### config.mk
export PLATFORM = sky130hd
export DESIGN_NAME = apb_arb_master_flat
export DESIGN_NICKNAME = d
export VERILOG_FILES = /design/src/rtl/apb_arb_master_if.sv /design/src/rtl/apb_arb_master.sv /design/src/flat_wrapper.sv
export SDC_FILE = /design/constraint.sdc
export NUM_CORES = 1
export LEC_CHECK = 0
export ABC_AREA = 1
export CORE_AREA = 2 2 158 160
export CTS_CLUSTER_DIAMETER = 80
export DETAILED_ROUTE_END_ITERATION = 16
export DIE_AREA = 0 0 160 162
export GPL_TIMING_DRIVEN = 1
export PLACE_DENSITY = 0.66
export SLEW_MARGIN = 20
export SYNTH_ARGS = -nofsm -noshare
export SYNTH_HDL_FRONTEND = slang
export SYNTH_SLANG_ARGS = --single-unit
### constraint.sdc
create_clock -name pclk -period 2.45 [get_ports pclk]
set_clock_uncertainty 0.2 [all_clocks]
set_input_delay 0.49 -clock pclk [delete_from_list [all_inputs] [get_ports pclk]]
set_output_delay 0.49 -clock pclk [all_outputs]
set_load 0.01 [all_outputs]
### src/rtl/apb_arb_master_if.sv
// APB bus bundle between the arbitrating master and its slave.
// The master drives select/enable/address/data; the slave answers.
interface apb_arb_master_if #(
  parameter int AW = 32,
  parameter int DW = 32
);
  logic          psel;
  logic          penable;
  logic          pwrite;
  logic [AW-1:0] paddr;
  logic [DW-1:0] pwdata;
  logic          pready;
  logic [DW-1:0] prdata;
  logic          pslverr;

  modport master (
    output psel, penable, pwrite, paddr, pwdata,
    input  pready, prdata, pslverr
  );

  modport slave (
    input  psel, penable, pwrite, paddr, pwdata,
    output pready, prdata, pslverr
  );
endinterface

### src/rtl/apb_arb_master.sv
// Round-robin APB master shared by NREQ requesters.
// Define APB_ARB_TIMEOUT_EN to abort ACCESS after TIMEOUT wait cycles.
module apb_arb_master #(
  parameter int NREQ    = 4,
  parameter int AW      = 32,
  parameter int DW      = 32,
  parameter int TIMEOUT = 16
) (
  input  logic              pclk,
  input  logic              presetn,
  input  logic [NREQ-1:0]   req_valid,
  input  logic [NREQ-1:0]   req_write,
  input  logic [NREQ*AW-1:0] req_addr,
  input  logic [NREQ*DW-1:0] req_wdata,
  output logic [NREQ-1:0]   rsp_valid,
  output logic [DW-1:0]     rsp_rdata,
  output logic              rsp_err,
  apb_arb_master_if.master  apb
);

  localparam int IW = $clog2(NREQ);

  typedef enum logic [1:0] {
    IDLE, SETUP, ACCESS
  } state_t;

  state_t          state_q, state_d;
  logic [IW-1:0]   last_q, last_d;
  logic            psel_q, psel_d;
  logic            penable_q, penable_d;
  logic            pwrite_q, pwrite_d;
  logic [AW-1:0]   paddr_q, paddr_d;
  logic [DW-1:0]   pwdata_q, pwdata_d;
  logic [NREQ-1:0] rsp_valid_q, rsp_valid_d;
  logic [DW-1:0]   rsp_rdata_q, rsp_rdata_d;
  logic            rsp_err_q, rsp_err_d;

  logic [NREQ-1:0] elig;
  logic [IW-1:0]   pick;
  logic            pick_ok;

`ifdef APB_ARB_TIMEOUT_EN
  localparam int CW = $clog2(TIMEOUT + 1);
  logic [CW-1:0] cnt_q, cnt_d;
`else
  logic unused_timeout;
  assign unused_timeout = ^TIMEOUT;
`endif

  // The requester just completed is still holding req_valid this cycle
  assign elig = req_valid & ~rsp_valid_q;

  always_comb begin
    pick_ok = 1'b0;
    pick    = last_q;
    for (int k = 1; k <= NREQ; k++) begin
      if (!pick_ok && elig[(int'(last_q) + k) % NREQ]) begin
        pick_ok = 1'b1;
        pick    = IW'((int'(last_q) + k) % NREQ);
      end
    end
  end

  always_comb begin
    state_d     = state_q;
    last_d      = last_q;
    psel_d      = psel_q;
    penable_d   = penable_q;
    pwrite_d    = pwrite_q;
    paddr_d     = paddr_q;
    pwdata_d    = pwdata_q;
    rsp_valid_d = '0;
    rsp_rdata_d = '0;
    rsp_err_d   = 1'b0;
`ifdef APB_ARB_TIMEOUT_EN
    cnt_d       = cnt_q;
`endif
    unique case (state_q)
      IDLE: begin
        if (pick_ok) begin
          state_d  = SETUP;
          last_d   = pick;
          psel_d   = 1'b1;
          pwrite_d = req_write[pick];
          paddr_d  = req_addr[int'(pick)*AW +: AW];
          pwdata_d = req_wdata[int'(pick)*DW +: DW];
        end
      end
      SETUP: begin
        state_d   = ACCESS;
        penable_d = 1'b1;
`ifdef APB_ARB_TIMEOUT_EN
        cnt_d     = '0;
`endif
      end
      ACCESS: begin
        if (apb.pready) begin
          state_d             = IDLE;
          psel_d              = 1'b0;
          penable_d           = 1'b0;
          rsp_valid_d[last_q] = 1'b1;
          rsp_rdata_d         = pwrite_q ? '0 : apb.prdata;
          rsp_err_d           = apb.pslverr;
        end
`ifdef APB_ARB_TIMEOUT_EN
        else if (cnt_q == CW'(TIMEOUT - 1)) begin
          state_d             = IDLE;
          psel_d              = 1'b0;
          penable_d           = 1'b0;
          rsp_valid_d[last_q] = 1'b1;
          rsp_err_d           = 1'b1;
        end else begin
          cnt_d = cnt_q + 1'b1;
        end
`endif
      end
      default: state_d = IDLE;
    endcase
  end

  always_ff @(posedge pclk or negedge presetn) begin
    if (!presetn) begin
      state_q     <= IDLE;
      last_q      <= IW'(NREQ - 1);
      psel_q      <= 1'b0;
      penable_q   <= 1'b0;
      pwrite_q    <= 1'b0;
      paddr_q     <= '0;
      pwdata_q    <= '0;
      rsp_valid_q <= '0;
      rsp_rdata_q <= '0;
      rsp_err_q   <= 1'b0;
    end else begin
      state_q     <= state_d;
      last_q      <= last_d;
      psel_q      <= psel_d;
      penable_q   <= penable_d;
      pwrite_q    <= pwrite_d;
      paddr_q     <= paddr_d;
      pwdata_q    <= pwdata_d;
      rsp_valid_q <= rsp_valid_d;
      rsp_rdata_q <= rsp_rdata_d;
      rsp_err_q   <= rsp_err_d;
    end
  end

`ifdef APB_ARB_TIMEOUT_EN
  always_ff @(posedge pclk or negedge presetn) begin
    if (!presetn) cnt_q <= '0;
    else          cnt_q <= cnt_d;
  end
`endif

  assign apb.psel    = psel_q;
  assign apb.penable = penable_q;
  assign apb.pwrite  = pwrite_q;
  assign apb.paddr   = paddr_q;
  assign apb.pwdata  = pwdata_q;
  assign rsp_valid   = rsp_valid_q;
  assign rsp_rdata   = rsp_rdata_q;
  assign rsp_err     = rsp_err_q;

endmodule
### src/flat_wrapper.sv
// flat-port wrapper written by rule: the top's interface ports become plain ports
module apb_arb_master_flat 
#(
  parameter int NREQ    = 4,
  parameter int AW      = 32,
  parameter int DW      = 32,
  parameter int TIMEOUT = 16
)
  (pclk, presetn, req_valid, req_write, req_addr, req_wdata, rsp_valid, rsp_rdata, rsp_err, apb_psel, apb_penable, apb_pwrite, apb_paddr, apb_pwdata, apb_pready, apb_prdata, apb_pslverr);
  apb_arb_master_if #(.AW(AW), .DW(DW)) apb_i ();
  input  logic pclk;
  input  logic presetn;
  input  logic [NREQ-1:0] req_valid;
  input  logic [NREQ-1:0] req_write;
  input  logic [NREQ*AW-1:0] req_addr;
  input  logic [NREQ*DW-1:0] req_wdata;
  output logic [NREQ-1:0] rsp_valid;
  output logic [DW-1:0] rsp_rdata;
  output logic rsp_err;
  output wire logic [$bits(apb_i.psel)-1:0] apb_psel;
  output wire logic [$bits(apb_i.penable)-1:0] apb_penable;
  output wire logic [$bits(apb_i.pwrite)-1:0] apb_pwrite;
  output wire logic [$bits(apb_i.paddr)-1:0] apb_paddr;
  output wire logic [$bits(apb_i.pwdata)-1:0] apb_pwdata;
  input wire logic [$bits(apb_i.pready)-1:0] apb_pready;
  input wire logic [$bits(apb_i.prdata)-1:0] apb_prdata;
  input wire logic [$bits(apb_i.pslverr)-1:0] apb_pslverr;
  assign apb_psel = apb_i.psel;
  assign apb_penable = apb_i.penable;
  assign apb_pwrite = apb_i.pwrite;
  assign apb_paddr = apb_i.paddr;
  assign apb_pwdata = apb_i.pwdata;
  assign apb_i.pready = apb_pready;
  assign apb_i.prdata = apb_prdata;
  assign apb_i.pslverr = apb_pslverr;
  apb_arb_master #(.NREQ(NREQ), .AW(AW), .DW(DW), .TIMEOUT(TIMEOUT)) u_core (.pclk(pclk), .presetn(presetn), .req_valid(req_valid), .req_write(req_write), .req_addr(req_addr), .req_wdata(req_wdata), .rsp_valid(rsp_valid), .rsp_rdata(rsp_rdata), .rsp_err(rsp_err), .apb(apb_i));
endmodule
==> impl_metrics.json, run 1 <==
{
  "outcome": "finished with violations",
  "failed_checks": "setup timing",
  "ys_types": 24,
  "antenna_cells": 0,
  "path_clk_slew_ns": 0.08,
  "setup-violations-final": 66,
  "wl_um": 30000,
  "wire_per_inst_um": 16.7,
  "fmax_ghz": 0.385,
  "drt_iter0_markers": 656,
  "die_area_sq_um": 25900,
  "grt_pass1_vias": 8308,
  "vias": 8323,
  "syn_nets": 1337,
  "critPathLaunchType": "flip-flop",
  "io_buffers": 403,
  "fp-row-count": 57,
  "slowest_stage": "dfstp_2",
  "path_cells": "buf_4 -> nand3_1 -> nand2_2 -> nand2_2 -> nand2_4 -> nand3_4 -> buf_6 -> nand2_8 -> nand2_8 -> buf_8 -> buf_12 -> buf_16 -> nand2_4 -> nand3_2 -> nand2_2 -> nand2_1 -> nand2_1",
  "grt_pass1_wl_um": 44800,
  "rsz0062_at_grt": "true",
  "clock-root-buffer": "clkbuf_16",
  "tritoncts": "yes",
  "crit_type": "flip-flop to flip-flop",
  "areaGrowthSynthToFinish_pct": 85.7,
  "clockBufferDepth": 2,
  "yosysWarnings": 0,
  "crit_required_ns": 2.55,
  "fp.coreArea_sq_um": 24100,
  "finalNonFillerCells": 1799,
  "synth.avg_cell_area_sq_um": 6.74,
  "synthesis.area_sq_um": 6960,
  "synth_seq_area_share_pct": 38.9,
  "finalMaxSlewViolations": 0,
  "pre_cts_ws_ns": -0.417,
  "postPlaceCellArea_sq_um": 11700,
  "hold_violations": 0,
  "cp_common_cell": "nand2_2",
  "slew_headroom_pct": 75.2,
  "worstPathArrival_ns": 2.69,
  "drc": 0,
  "holdWs_ns": 0.284,
  "p_leak_uw": 0.00620,
  "cts_max_level": 3,
  "netlist_instances": 1033,
  "ys_ff_latch": 108,
  "slowest_delay_ns": 0.56,
  "yosys-top-cells-area": "dfrtp_1 (38%), nand2_1 (19%), nand3_1 (15%)",
  "crit_path_max_fanout": 5,
  "power_density_nw_per_um2": 1630,
  "peakVddDrop_v": 0.000942,
  "ios": 404,
  "fin_nets": 1774,
  "hp-class": "flip-flop to flip-flop",
  "post-route-cell-area_sq_um": 12900,
  "die_w_um": 160,
  "synth.top_cell.area_share_pct": 38.1,
  "place_congestion": 0.897,
  "cts_sinks": 108,
  "layout-drive-gt1-share_pct": 11.4,
  "dpl.hpwl_um": 20500,
  "period_minus_slack_ns": 2.60,
  "min_period_over_period_pct": 106,
  "fin_ws_ns": -0.149,
  "yosys.area.top_type": "dfrtp_1",
  "antenna_found_initial": 0,
  "dr.pass1.iters": 7,
  "ant_nets": 0,
  "worstMarginPinSlew_ns": 0.372,
  "cap_violations": 0,
  "die_height_um": 162,
  "place_inst": 1742,
  "initial_core_util_pct": 28.9,
  "clk_latency_ns": 0.36,
  "grt_start_max_net_pins": 62,
  "numCtsBuffers": 9,
  "grt_overflow": 0,
  "avgViaCountPerCell": 4.63,
  "track_usage_pct": 21.9,
  "endpoint_kind": "flip-flop"
}
-- final timing paths --
kind | start | to | depth (start not counted) | slack, ns
setup / recovery | u_core.last_q[0]$_DFFE_PN1P_ | u_core.apb.paddr[9]$_DFFE_PN0P_ | 17 | -0.15
hold / removal | u_core.apb.pwdata[13]$_DFFE_PN0P_ | u_core.apb.pwdata[13]$_DFFE_PN0P_ | 2 | 0.28
setup reg to reg | u_core.last_q[0]$_DFFE_PN1P_ | u_core.apb.paddr[9]$_DFFE_PN0P_ | 17 | -0.15
hold reg to reg | u_core.apb.pwdata[13]$_DFFE_PN0P_ | u_core.apb.pwdata[13]$_DFFE_PN0P_ | 2 | 0.28
max in group asynchronous | presetn | u_core.apb.pwdata[28]$_DFFE_PN0P_ | 3 | 0.98
min in group asynchronous | presetn | u_core.apb.paddr[10]$_DFFE_PN0P_ | 2 | 0.39
-- cell type report --
type | instances | area, sq um
clock buffers | 9 | 225
clock inverters | 7 | 83.8
fillers | 2259 | 11200
inverters | 144 | 546
multi-input cells | 714 | 3620
flip-flops and latches | 108 | 2710
well taps | 324 | 405
repair buffers | 493 | 5340
-- metrics by stage --
step | total power (uW) | TNS, ns | util (%)
after floorplan | 10400 | 0 | -
after global placement | 15200 | -34.32 | 48.3
after detailed placement | 15400 | -23.65 | 48.3
after CTS | 20300 | -2.11 | 52.5
after global routing | 22700 | -11.74 | 53.6
final | 21000 | -4.09 | 53.6
-- timing repair --
item | CTS | global route
setup buffers | 24 | 6
resized for setup | 56 | 44
endpoints found under the hold margin | 17 | 0
pin swaps | 17 | 27
gates cloned | 10 | 5
hold buffers | 1 | 0
endpoints found under the setup margin | 68 | 68
-- kinds of logic after synthesis --
family	count (synthesis)	synth area share, %
AOI/OAI and AO/OA	7	0.791
adders and majority gates	4	0.719
buffers and inverters	211	12.9
DFF	108	38.9
and+or+nand+nor	703	46.7
-- registers in the layout (all words and copies together) (netlist names), 2 cells and up --
signal and count:
u_core.apb.paddr 32, u_core.last_q 2, u_core.rsp_valid 4, u_core.apb.pwdata 32, u_core.rsp_rdata 32, u_core.state_q 2
-- report_power, final --
part	switching, uW	total, uW	internal, uW
clock network	794	1520	730
registers	360	2890	2530
logic	8630	16600	7970
total	9780	21000	11200
-- worst max-delay path, delay by kind of cell (launching register included) --
family | cells | cell delay [ns]
and+or+nand+nor | 12 | 1.10
buffers and inverters | 5 | 0.67
DFF | 1 | 0.56
-- synthesized netlist by cell type --
cell and number:
ha_1 4, o21ai_4 1, inv_4 1, nand4_2 1
dfstp_2 2, buf_4 4, nand3_1 211, nor2_1 39
clkbuf_1 21, or2_1 36, inv_1 143, buf_2 36
a21oi_1 1, o21ai_0 3, a21boi_2 1, buf_6 6
dfrtp_1 106, nor2_4 2, nand4_1 1, nand3b_1 56
nand2_2 3, o21a_1 1, nand3_2 2, nand2_1 352
-- layer usage --
layer	vias up	track usage, %	wire length [um]
li1	4073	-	-
met1	3835	25.8	11700
met2	369	39.1	15200
met3	46	5.69	2350
met4	0	6.55	664
met5	-	0	0
-- layout by cell type, fill, tap and decap left out, types with 3 or more instances in the layout --
cell	instances
clkdlybuf4s50_1	402
clkinv_8	3
buf_8	7
nor2_1	39
nand2_1	327
buf_6	11
buf_16	8
nand3_1	190
dfrtp_1	106
nand3b_1	56
buf_12	21
ha_1	3
nand2_4	7
or2_1	36
nand3_2	21
buf_4	37
clkbuf_16	14
inv_1	141
o21ai_0	3
nand2_2	19
Note: power is estimated with default switching activity, not from simulation.
==> inputs of run 2 (changes only) <==
==> constraint.sdc (replaced) <==
create_clock -name pclk -period 2.45 [get_ports pclk]
set_clock_uncertainty 0.2 [all_clocks]
set_input_delay 0.3675 -clock pclk [delete_from_list [all_inputs] [get_ports pclk]]
set_output_delay 0.3675 -clock pclk [all_outputs]
set_load 0.01 [all_outputs]
==> run 2 against run 1 <==
Net effect:
- the flow still finishes with violations (setup timing)
- register-to-register slack gained 0.09 ns
- die area is the same
- non-clock buffer count fell by 24
- worst setup slack improved by 0.093 ns
- sequential power about the same
- utilization down 1.4 points
- largest power group unchanged
==> impl_metrics.json, run 2 (synthesized netlist as in run 1, its figures left out) <==
{
  "clockBufferDepth": 2,
  "slowest_stage": "dfstp_2",
  "clock-root-buffer": "clkbuf_16",
  "avgViaCountPerCell": 4.62,
  "final_common_cell": "clkdlybuf4s50_1",
  "failed_checks": "setup timing",
  "post-route-cell-area_sq_um": 12600,
  "cap_violations": 0,
  "drc": 0,
  "track_usage_pct": 21.1,
  "antenna_cells": 0,
  "grt_start_max_net_pins": 101,
  "antenna_found_initial": 0,
  "grt_overflow": 0,
  "combPwrFrac_pct": 76.8,
  "drt_iter0_markers": 611,
  "rsz0062_at_grt": "true",
  "cts_sinks": 108,
  "min_period_over_period_pct": 102,
  "vias": 8207,
  "outcome": "finished with violations",
  "critPathLaunchType": "flip-flop",
  "place_congestion": 0.918,
  "grt_pass1_wl_um": 43400,
  "crit_required_ns": 2.49,
  "peakVddDrop_v": 0.000772,
  "holdWs_ns": 0.175,
  "ios": 404,
  "ff2ff_path_depth": 13,
  "setup-violations-final": 20,
  "fin_nets": 1750,
  "die_area_sq_um": 25900,
  "die_w_um": 160,
  "slowest_delay_ns": 0.58,
  "switching_power_uw": 9240,
  "wl_um": 29000,
  "p_int_uw": 9810,
  "seqPwrFrac_pct": 15.1,
  "crit_type": "flip-flop to flip-flop",
  "final_util_pct": 52.2,
  "postPlaceCellArea_sq_um": 11500,
  "final_cell_mix": "clkdlybuf4s50_1 (402), nand2_1 (327), nand3_1 (190), inv_1 (140), dfrtp_1 (106)",
  "fin_ws_ns": -0.0552,
  "cts_max_level": 3,
  "finalMaxSlewViolations": 0,
  "dpl.hpwl_um": 20100,
  "initial_core_util_pct": 28.9,
  "finalNonFillerCells": 1775,
  "power_density_nw_per_um2": 1510,
  "crit_path_max_fanout": 14,
  "period_minus_slack_ns": 2.51,
  "numCtsBuffers": 9,
  "p_leak_uw": 0.00603,
  "endpoint_kind": "flip-flop",
  "fp.coreArea_sq_um": 24100,
  "hp-class": "input pin to async pin",
  "p_sw_share_pct": 48.5,
  "tritoncts": "yes",
  "worstPathArrival_ns": 2.55,
  "p_clk_share_pct": 8.1,
  "worstMarginPinSlew_ns": 0.595,
  "path_clk_slew_ns": 0.09,
  "grt_pass1_vias": 7969,
  "ant_nets": 0,
  "place_inst": 1734,
  "layout-drive-gt1-share_pct": 10.1,
  "die_height_um": 162,
  "clk_latency_ns": 0.36,
  "dr.pass1.iters": 5,
  "areaGrowthSynthToFinish_pct": 80.9,
  "slew_headroom_pct": 60.3,
  "fmax_ghz": 0.399,
  "hold_violations": 0,
  "wire_per_inst_um": 16.3,
  "fp-row-count": 57,
  "io_buffers": 403,
  "path_cells": "inv_4 -> ha_4 -> inv_4 -> nand3_4 -> nand2_4 -> nand3_4 -> nand2_4 -> nand2_8 -> buf_8 -> clkbuf_16 -> or2_1 -> nand3_1 -> nand3_1"
}
## run 2: power by group through the flow
stage	sequential (uW)	combinational (uW)	clock (uW)
2_1_floorplan	3170	7210	0
3_3_place_gp	2880	12000	0
3_5_place_dp	2900	12100	0
4_1_cts	2880	13400	1610
5_1_grt	2960	16000	1670
6_report	2880	14600	1550
## run 2: per-stage QoR
step	worst slack [ns]	total power, uW	TNS, ns
3_3_place_gp	-0.534	14800	-26.11
3_5_place_dp	-0.253	15000	-12.87
4_1_cts	-0.00856	17900	-0.0122
6_report	-0.0552	19100	-0.382
2_1_floorplan	0.0752	10400	0
5_1_grt	-0.155	20700	-6.68
## run 2: final cells by class
type	count	area [sq um]
Clock buffer	9	225
Clock inverter	7	86.3
Fill cell	2348	11500
Inverter	144	549
Multi-Input combinational cell	714	3620
Sequential cell	108	2710
Tap cell	324	405
Timing Repair Buffer	469	5000
## run 2: path summary, 6_finish.rpt
kind | start | endpoint | slack [ns]
min in group pclk | u_core.apb.penable$_DFFE_PN0P_ | u_core.apb.penable$_DFFE_PN0P_ | 0.28
max in group asynchronous | presetn | u_core.apb.pwdata[3]$_DFFE_PN0P_ | 1.06
hold reg to reg | u_core.apb.penable$_DFFE_PN0P_ | u_core.apb.penable$_DFFE_PN0P_ | 0.28
setup reg to reg | u_core.last_q[0]$_DFFE_PN1P_ | u_core.apb.pwdata[20]$_DFFE_PN0P_ | -0.06
hold / removal | presetn | u_core.apb.paddr[2]$_DFFE_PN0P_ | 0.17
setup / recovery | u_core.last_q[0]$_DFFE_PN1P_ | u_core.apb.pwdata[20]$_DFFE_PN0P_ | -0.06
## run 2: repair_timing
action	CTS	global route
buffers inserted	6	14
hold endpoints to repair	8	0
pin swaps	9	24
hold buffers	1	0
resized for setup	42	65
endpoints found under the setup margin	68	68
cloned	4	6
## run 2: critical path, delay by kind of cell, from the launching register on
family        cells  cell delay [ns]
simple gates      8             0.90
buf+inv           4             0.46
fa+ha+maj         1             0.26
flops             1             0.58
## run 2: layer usage
metal | GRT usage, % | vias up | wire [um]
li1 | - | 4019 | -
met1 | 24.7 | 3781 | 11500
met2 | 37.9 | 364 | 14500
met3 | 5.36 | 43 | 2270
met4 | 6.35 | 0 | 668
met5 | 0 | - | 0
